`src/rtl/uart_tx_arbiter.sv`:
```
// ---------------------------------------------------------------------------
// uart_tx_arbiter
//
// Shares a single UART transmitter between NUM_REQ clients. Pending requests
// are arbitrated round-robin. The winner's byte and frame configuration are
// latched, the transmitter is started, and the block waits for tx_done or a
// watchdog timeout. The client then gets a one-cycle done or error pulse.
//
// Parameters
//   NUM_REQ  number of clients (2..8)
//   TIMEOUT  cycles allowed from tx_start to tx_done before the frame is
//            abandoned (>= 16)
//
// Ports
//   clk, rst                 clock; asynchronous active-high reset
//   req[NUM_REQ]             level request per client, held until its grant
//   req_data                 byte per client, client i at [8i+7:8i]
//   req_parity_type          2 bits per client (00 none, 01 odd, 10 even)
//   req_frame_length         4 bits per client, data bits 5..8
//   req_stop_bit_type        1 bit per client (0 one, 1 two stop bits)
//   grant / cli_done / cli_err  one-hot, one-cycle pulses per client
//   tx_start                 one-cycle start pulse to the transmitter
//   tx_data, parity_type, frame_length, stop_bit_type  latched frame config
//   tx_done                  end-of-frame pulse from the transmitter
//   busy                     high whenever the sequencer is not idle
// ---------------------------------------------------------------------------
module uart_tx_arbiter #(
  parameter int NUM_REQ = 4,
  parameter int TIMEOUT = 4096
) (
  input  logic                   clk,
  input  logic                   rst,
  input  logic [NUM_REQ-1:0]     req,
  input  logic [8*NUM_REQ-1:0]   req_data,
  input  logic [2*NUM_REQ-1:0]   req_parity_type,
  input  logic [4*NUM_REQ-1:0]   req_frame_length,
  input  logic [NUM_REQ-1:0]     req_stop_bit_type,
  output logic [NUM_REQ-1:0]     grant,
  output logic [NUM_REQ-1:0]     cli_done,
  output logic [NUM_REQ-1:0]     cli_err,
  output logic                   tx_start,
  output logic [7:0]             tx_data,
  output logic [1:0]             parity_type,
  output logic [3:0]             frame_length,
  output logic                   stop_bit_type,
  input  logic                   tx_done,
  output logic                   busy
);

  localparam int SEL_W = (NUM_REQ > 1) ? $clog2(NUM_REQ) : 1;
  localparam int WD_W  = $clog2(TIMEOUT);
  localparam logic [WD_W-1:0]  WD_LAST  = WD_W'(TIMEOUT - 1);
  localparam logic [SEL_W-1:0] SEL_LAST = SEL_W'(NUM_REQ - 1);

  typedef enum logic [2:0] {
    S_IDLE,
    S_LATCH,
    S_START,
    S_WAIT,
    S_FINISH
  } state_t;

  // Per-client views of the packed configuration buses.
  logic [7:0] cli_data  [NUM_REQ];
  logic [1:0] cli_par   [NUM_REQ];
  logic [3:0] cli_len   [NUM_REQ];
  logic       cli_stop  [NUM_REQ];

  for (genvar gi = 0; gi < NUM_REQ; gi++) begin : g_unpack
    assign cli_data[gi] = req_data[8*gi +: 8];
    assign cli_par[gi]  = req_parity_type[2*gi +: 2];
    assign cli_len[gi]  = req_frame_length[4*gi +: 4];
    assign cli_stop[gi] = req_stop_bit_type[gi];
  end

  state_t             state_q, state_d;
  logic [SEL_W-1:0]   sel_q, sel_d;
  logic [SEL_W-1:0]   rr_ptr_q, rr_ptr_d;
  logic [WD_W-1:0]    wd_q, wd_d;
  logic [NUM_REQ-1:0] grant_q, grant_d;
  logic [NUM_REQ-1:0] cli_done_q, cli_done_d;
  logic [NUM_REQ-1:0] cli_err_q, cli_err_d;
  logic               tx_start_q, tx_start_d;
  logic [7:0]         tx_data_q, tx_data_d;
  logic [1:0]         parity_q, parity_d;
  logic [3:0]         len_q, len_d;
  logic               stop_q, stop_d;
  logic               busy_q, busy_d;

  // Round-robin pick: first set request at or above rr_ptr, wrapping.
  // Scanning offsets from high to low lets the smallest offset win last.
  logic               pick_found;
  logic [SEL_W-1:0]   pick_idx;

  always_comb begin : comb_arb
    int idx_int;
    logic [SEL_W-1:0] idx;
    pick_found = 1'b0;
    pick_idx   = '0;
    idx_int    = 0;
    idx        = '0;
    for (int k = NUM_REQ - 1; k >= 0; k--) begin
      idx_int = int'(rr_ptr_q) + k;
      if (idx_int >= NUM_REQ) begin
        idx_int = idx_int - NUM_REQ;
      end
      idx = SEL_W'(idx_int);
      if (req[idx]) begin
        pick_found = 1'b1;
        pick_idx   = idx;
      end
    end
  end

  logic [NUM_REQ-1:0] sel_onehot;
  assign sel_onehot = NUM_REQ'(1) << sel_q;

  always_comb begin : comb_next
    state_d    = state_q;
    sel_d      = sel_q;
    rr_ptr_d   = rr_ptr_q;
    wd_d       = wd_q;
    tx_data_d  = tx_data_q;
    parity_d   = parity_q;
    len_d      = len_q;
    stop_d     = stop_q;
    grant_d    = '0;
    cli_done_d = '0;
    cli_err_d  = '0;
    tx_start_d = 1'b0;

    case (state_q)
      S_IDLE: begin
        if (pick_found) begin
          sel_d   = pick_idx;
          grant_d = NUM_REQ'(1) << pick_idx;
          state_d = S_LATCH;
        end
      end
      S_LATCH: begin
        // Configuration is taken from whatever the client drives now,
        // even if its request has already been withdrawn.
        tx_data_d = cli_data[sel_q];
        parity_d  = (cli_par[sel_q] == 2'b11) ? 2'b00 : cli_par[sel_q];
        len_d     = (cli_len[sel_q] < 4'd5 || cli_len[sel_q] > 4'd8)
                    ? 4'd8 : cli_len[sel_q];
        stop_d    = cli_stop[sel_q];
        rr_ptr_d  = (sel_q == SEL_LAST) ? '0 : sel_q + SEL_W'(1);
        tx_start_d = 1'b1;
        state_d    = S_START;
      end
      S_START: begin
        wd_d    = '0;
        state_d = S_WAIT;
      end
      S_WAIT: begin
        // tx_done takes precedence over a timeout in the same cycle.
        if (tx_done) begin
          cli_done_d = sel_onehot;
          state_d    = S_FINISH;
        end else if (wd_q == WD_LAST) begin
          cli_err_d = sel_onehot;
          state_d   = S_FINISH;
        end else begin
          wd_d = wd_q + WD_W'(1);
        end
      end
      S_FINISH: begin
        state_d = S_IDLE;
      end
      default: begin
        state_d = S_IDLE;
      end
    endcase

    busy_d = (state_d != S_IDLE);
  end

  always_ff @(posedge clk or posedge rst) begin
    if (rst) begin
      state_q    <= S_IDLE;
      sel_q      <= '0;
      rr_ptr_q   <= '0;
      wd_q       <= '0;
      grant_q    <= '0;
      cli_done_q <= '0;
      cli_err_q  <= '0;
      tx_start_q <= 1'b0;
      tx_data_q  <= 8'h00;
      parity_q   <= 2'b00;
      len_q      <= 4'd8;
      stop_q     <= 1'b0;
      busy_q     <= 1'b0;
    end else begin
      state_q    <= state_d;
      sel_q      <= sel_d;
      rr_ptr_q   <= rr_ptr_d;
      wd_q       <= wd_d;
      grant_q    <= grant_d;
      cli_done_q <= cli_done_d;
      cli_err_q  <= cli_err_d;
      tx_start_q <= tx_start_d;
      tx_data_q  <= tx_data_d;
      parity_q   <= parity_d;
      len_q      <= len_d;
      stop_q     <= stop_d;
      busy_q     <= busy_d;
    end
  end

  assign grant         = grant_q;
  assign cli_done      = cli_done_q;
  assign cli_err       = cli_err_q;
  assign tx_start      = tx_start_q;
  assign tx_data       = tx_data_q;
  assign parity_type   = parity_q;
  assign frame_length  = len_q;
  assign stop_bit_type = stop_q;
  assign busy          = busy_q;

endmodule

```
`config.mk`:
```
export PLATFORM = sky130hd
export DESIGN_NAME = uart_tx_arbiter
export DESIGN_NICKNAME = d
export VERILOG_FILES = /design/src/rtl/uart_tx_arbiter.sv
export SDC_FILE = /design/constraint.sdc
export NUM_CORES = 1
export LEC_CHECK = 0
export BUFFER_PORTS_ARGS = -buffer_cell sky130_fd_sc_hd__buf_2
export CAP_MARGIN = 25
export CORE_MARGIN = 2
export CORE_UTILIZATION = 40
export CTS_BUF_LIST = sky130_fd_sc_hd__clkbuf_2
export DETAILED_ROUTE_END_ITERATION = 6
export PLACE_DENSITY = 0.67
export SLEW_MARGIN = 20
export SYNTH_ARGS = -nofsm -noshare
export SYNTH_HDL_FRONTEND = slang
export SYNTH_SLANG_ARGS = --single-unit
```
`constraint.sdc`:
```
create_clock -name clk -period 3 [get_ports clk]
set_input_delay 0.6 -clock clk [delete_from_list [all_inputs] [get_ports clk]]
set_output_delay 0.6 -clock clk [all_outputs]
set_load 0.005 [all_outputs]
```
======== After elaboration in Yosys (flattened, before gate mapping) ========
Cells that the tools add are included.
W data, S select, Z words.
operators by class
  $add $sub $neg .......................... 9
  $lt $le $gt $ge ......................... 11
  eq/ne operators ......................... 8
  shift-type cells ........................ 2
  muxes and demuxes ....................... 50
  bitwise gates (word level) .............. 1
  reductions and logical operators ........ 6
operator list
  cell                     number
  $mux W4                  10
  $mux W12                 2
  $mux W2                  12
  $pmux W12 S2             1
  $bmux W8 S2              1
  $mux W8                  2
  $add A12 B1 Y12 const B  1
  $eq A12 B12 Y1 const B   1
  $ge A3 B3 Y1 const B     4
  $lt A2 B3 Y1 const B     4
  $pmux W3 S4              1
  $mux W1                  11
  $bmux W1 S2              5
  $mux W3                  3
  $bmux W4 S2              1
  $shl A1 B2 Y4 const A    2
  $sub A2 B1 Y2 const B    4
  $add A2 B2 Y3 const B    2
  $eq A3 B2 Y1 const B     2
  $bmux W2 S2              1
  $eq A2 B2 Y1 const B     2
  $gt A4 B4 Y1 const B     1
  $lt A4 B3 Y1 const B     1
  $ne A2 B2 Y1 const B     2
  other kinds (11)         11
storage, ports and cells
  flip-flop bits (word level) ............. 48
  input port bits ......................... 67
  output and inout bits ................... 29
  logic and storage cells ................. 100

======== Logic depth before layout (Yosys ltp) ========
  word-level depth ........................ 12
  gate-level depth with buffers ........... 6
  depth with buffers taken out ............ 5

======== Least setup slack after synthesis ========
Ideal clock, no wire load.
  path kind ............................... in2reg
  from .................................... in tx_done
  to ...................................... reg wd_q[7]
  library setup time ...................... 0.080 ns
  arrival time ............................ 1.842 ns
  required time ........................... 2.920 ns
  slack ................................... 1.078 ns
  stages .................................. 4
  buffers on the path ..................... 1
  cell sequence ........................... clkbuf_1 or4b_1 or4_1 o211ai_2
on the way
  longest elaborated chain between the ends .. 2
RTL lines
  element                      RTL line  RTL
  start, declared              46        input logic tx_done,
  $ne A2 B2 Y1 (no line)       n/a
  $reduce_and A3 Y1 (no line)  n/a
  end signal, assigned         198       wd_q <= wd_d;
  end, declared                79        logic [WD_W-1:0] wd_q, wd_d;
Every way passes these cells.
A chain may end at the register's enable or synchronous reset.

======== Final worst setup path ========
  from .................................... reg state_q[0]
  to ...................................... reg tx_data_q[5] (netlist: tx_data[5])
on the way
  longest elaborated chain between the ends .. 1
RTL lines
  element                 RTL line  RTL
  start, declared         76        state_t state_q, state_d;
  start signal, assigned  195       state_q <= state_d;
  $eq A3 B1 Y1            132       case (state_q)
  end signal, assigned    203       tx_data_q <= tx_data_d;
  end, declared           84        logic [7:0] tx_data_q, tx_data_d;
Every way passes these cells.

==> impl_results.md <==
- Status: completed
- Yosys top cell area share: 0.459
- Hold crit path type: input pin to asynchronous set/reset pin
- Drt drc: 0
- Vias in the first global route: 2267
- Share of cells above drive strength 1: 0.410
- CTS Sinks: 48
- Die height: 84.1 um
- Place WS: 0.778 ns
- Startpoint types: flop
- Worst Path Max Fanout: 15
- Setup violations, final: 0
- Critical path's slowest cell: dfrtp_1
- Total negative slack: 0 ns
- Distinct cell type count after synthesis: 54
- Yosys top cell by area: dfrtp_1
- CTS buffer count: 5
- PortBufs: 95
- Maxcap violations: 0
- Final Skew: 0.00385 ns
- Slew margin rel.: 0.456
- R2r endpoint: tx_data[5]
- Syn Std Cell Area: 0.00256 sq mm
- Synth top cells by count: dfrtp_1 (47), nand2_1 (25), nor2_1 (17), mux4_2 (13), and3_1 (10)
- Global placement routability congestion: 0.889
- Global-route wire length before repair: 10.7 mm
- Peak supply drop: 0.373 mV
- Initial antenna violation count: 0
- CP endpoint kind: flop
- Pleak: 1.55 nW
- R2R depth: 4
- Die area: 0.00707 sq mm
- Resize count post-CTS: 0
- Reg-to-Reg Start: state_q[0]
- Sequential share of power: 0.449
- Count of pins over their slew limit: 0
- Setup Buffers After CTS: 0
- Final Hold Vio Count: 0
- Drt first pass iters: 5
- Post-synth EDFFs: 0
- Dpl cells: 396
- Net Count, Synth: 304
- Worst Path Buf+Inv: 2
- Synthesized flop and latch total: 48
- WL final: 6.19 mm
- Critical path, cell by cell: inv_1, or3_1, clkinv_1, mux2_2
- Hpwl dp: 4.82 mm
- DR iter-0 viols: 156
- Crit share post-route: 0.758
- Initial Util: 0.409
- Routed Antenna Nets: 0
- Grt ovf: 0
- Seq/Total Area, Yosys: 0.469
- Post-Syn Instances: 232
- Most common cell in the netlist: dfrtp_1
- Clock share of power: 0.111
- Logic pwr share: 0.440
- Setup CP Type: flop to flop
- IO Count: 96
- Setup ws final: 0.725 ns
- Least-Margin Pin Slew: 0.805 ns
- Register-to-Register Setup Slack: 0.73 ns
- Cell Pwr Density: 767 mW/mm^2
- Switching pwr: 0.000954 W
- Area growth syn-to-layout: 22.8%
- CP max stage delay: 0.59 ns
- Site row count: 29
- Crit path DAT: 2.62 ns
- H-tree depth: 2
- RSZ-0062 raised after global routing: no
- CTS Buffer Depth: 2
- Post-synth ARST share: 1.00
- Antenna diodes: 0
- Root Buffer: clkbuf_2
- Post-route minimum period: 2.27 ns
- Hold buffer count at cts: 0
- Total core area: 0.00628 sq mm
- Total number of vias: 2253
- Skew-Pair Late Insertion Delay: 0.42 ns
- Largest net degree at the start of global routing: 49
- Syn Area/Cell: 11.1 sq um
- # nets final: 398
- DR WL/cell: 15.3 um
- Total track usage: 0.186
- Fmax: 0.440 GHz
- Via density: 5.58
- Die X: 84.1 um
- Switching share of power: 0.394
- CTS tree: yes
- Final Non-Filler Cells: 404
- Clock Pin Slew Worst Setup and Hold Paths: 0.23 ns
- FILL cells: 582
- Critical Path RT: 3.34 ns
- Ys Warns: 0
- Synth Flop Type: dfrtp_1
- Cell family with most CP delay: buffers and inverters
- Synth area leaders: dfrtp_1 (46%), mux4_2 (11%), mux2_2 (4.0%)
- Internal: 0.00146 W
==> final cells by class <==
| type | instances | area, sq um | area share |
|---|---|---|---|
| multi-input combinational | 165 | 1280 | 0.406 |
| clock buffer | 6 | 30.0 | 0.00953 |
| sequential | 48 | 1200 | 0.382 |
| tap | 77 | 96.3 | 0.0306 |
| clock inverter | 2 | 12.5 | 0.00397 |
| timing repair buffer | 98 | 498 | 0.158 |
| inverter | 8 | 31.3 | 0.00993 |
==> power groups by stage <==
stage	sequential [W]	combinational (W)	clock [W]
3_5_place_dp	0.00109	0.00108	0
2_1_floorplan	0.000988	0.000812	0
4_1_cts	0.00109	0.00108	0.000278
6_report	0.00109	0.00106	0.000269
3_3_place_gp	0.00109	0.00104	0
5_1_grt	0.00112	0.00119	0.000309
==> kinds of logic after synthesis <==
group                      count (synthesis)  synth area share
and+or+nand+nor                           96             0.201
DFF                                       48             0.469
AOI/OAI and AO/OA                         41             0.116
muxes                                     23             0.158
buffers and inverters                     19            0.0322
adders and majority gates                  5            0.0244
==> sequential cells by signal, indices dropped and copies added, names as in the netlist <==
signal and flops:
sel_q 2, parity_type 2, wd_q 12, cli_done 4, cli_err 4, rr_ptr_q 2
busy 1, tx_start 1, tx_data 8, grant 4, stop_bit_type 1, frame_length 4
state_q 3
==> layer usage <==
layer / track usage / share of wire / routed length, um / up-vias
met5: 0 / 0 / 0 / -
met4: 0.0396 / 0.0099 / 61 / 0
met3: 0.0366 / 0.067 / 414 / 6
met2: 0.319 / 0.50 / 3060 / 102
met1: 0.244 / 0.43 / 2650 / 1086
li1: - / - / - / 1059
==> cell usage in the layout, fill, tap and decap left out, types with 5 or more instances in the layout <==
cell type	netlist	final
buf_2	3	95
dfrtp_1	47	47
nand2_1	25	25
nor2_1	17	17
mux4_2	13	13
and3_1	10	10
mux2_2	9	9
a21oi_1	8	8
inv_1	7	6
nand3_1	6	6
o21ai_0	6	6
clkbuf_2	0	6
nand4_1	5	5
or4_1	5	5
ha_1	5	5
==> worst max path at each step <==
stage	slack (ns)	startpoint	cells after the start	to
final	0.73	state_q[0]	4	tx_data[5]
after global routing	0.56	state_q[0]	4	frame_length[3]
after CTS	0.77	state_q[0]	4	tx_data[1]
after detailed placement	0.78	state_q[0]	4	tx_data[5]
after global placement	0.91	state_q[0]	4	tx_data[5]
after floorplan	1.08	tx_done	4	wd_q[7]
==> through the flow <==
stage                util  total power, W  hold slack (ns)  instance area, sq um
finish              0.502         0.00242            0.249                  3150
global route        0.502         0.00263            0.276                  3150
CTS                 0.502         0.00244            0.389                  3150
detailed placement  0.495         0.00217            0.468                  3110
global placement    0.495         0.00213            0.459                  3110
floorplan               -         0.00180            0.463                  2560
(Power assumes the default switching activity.)
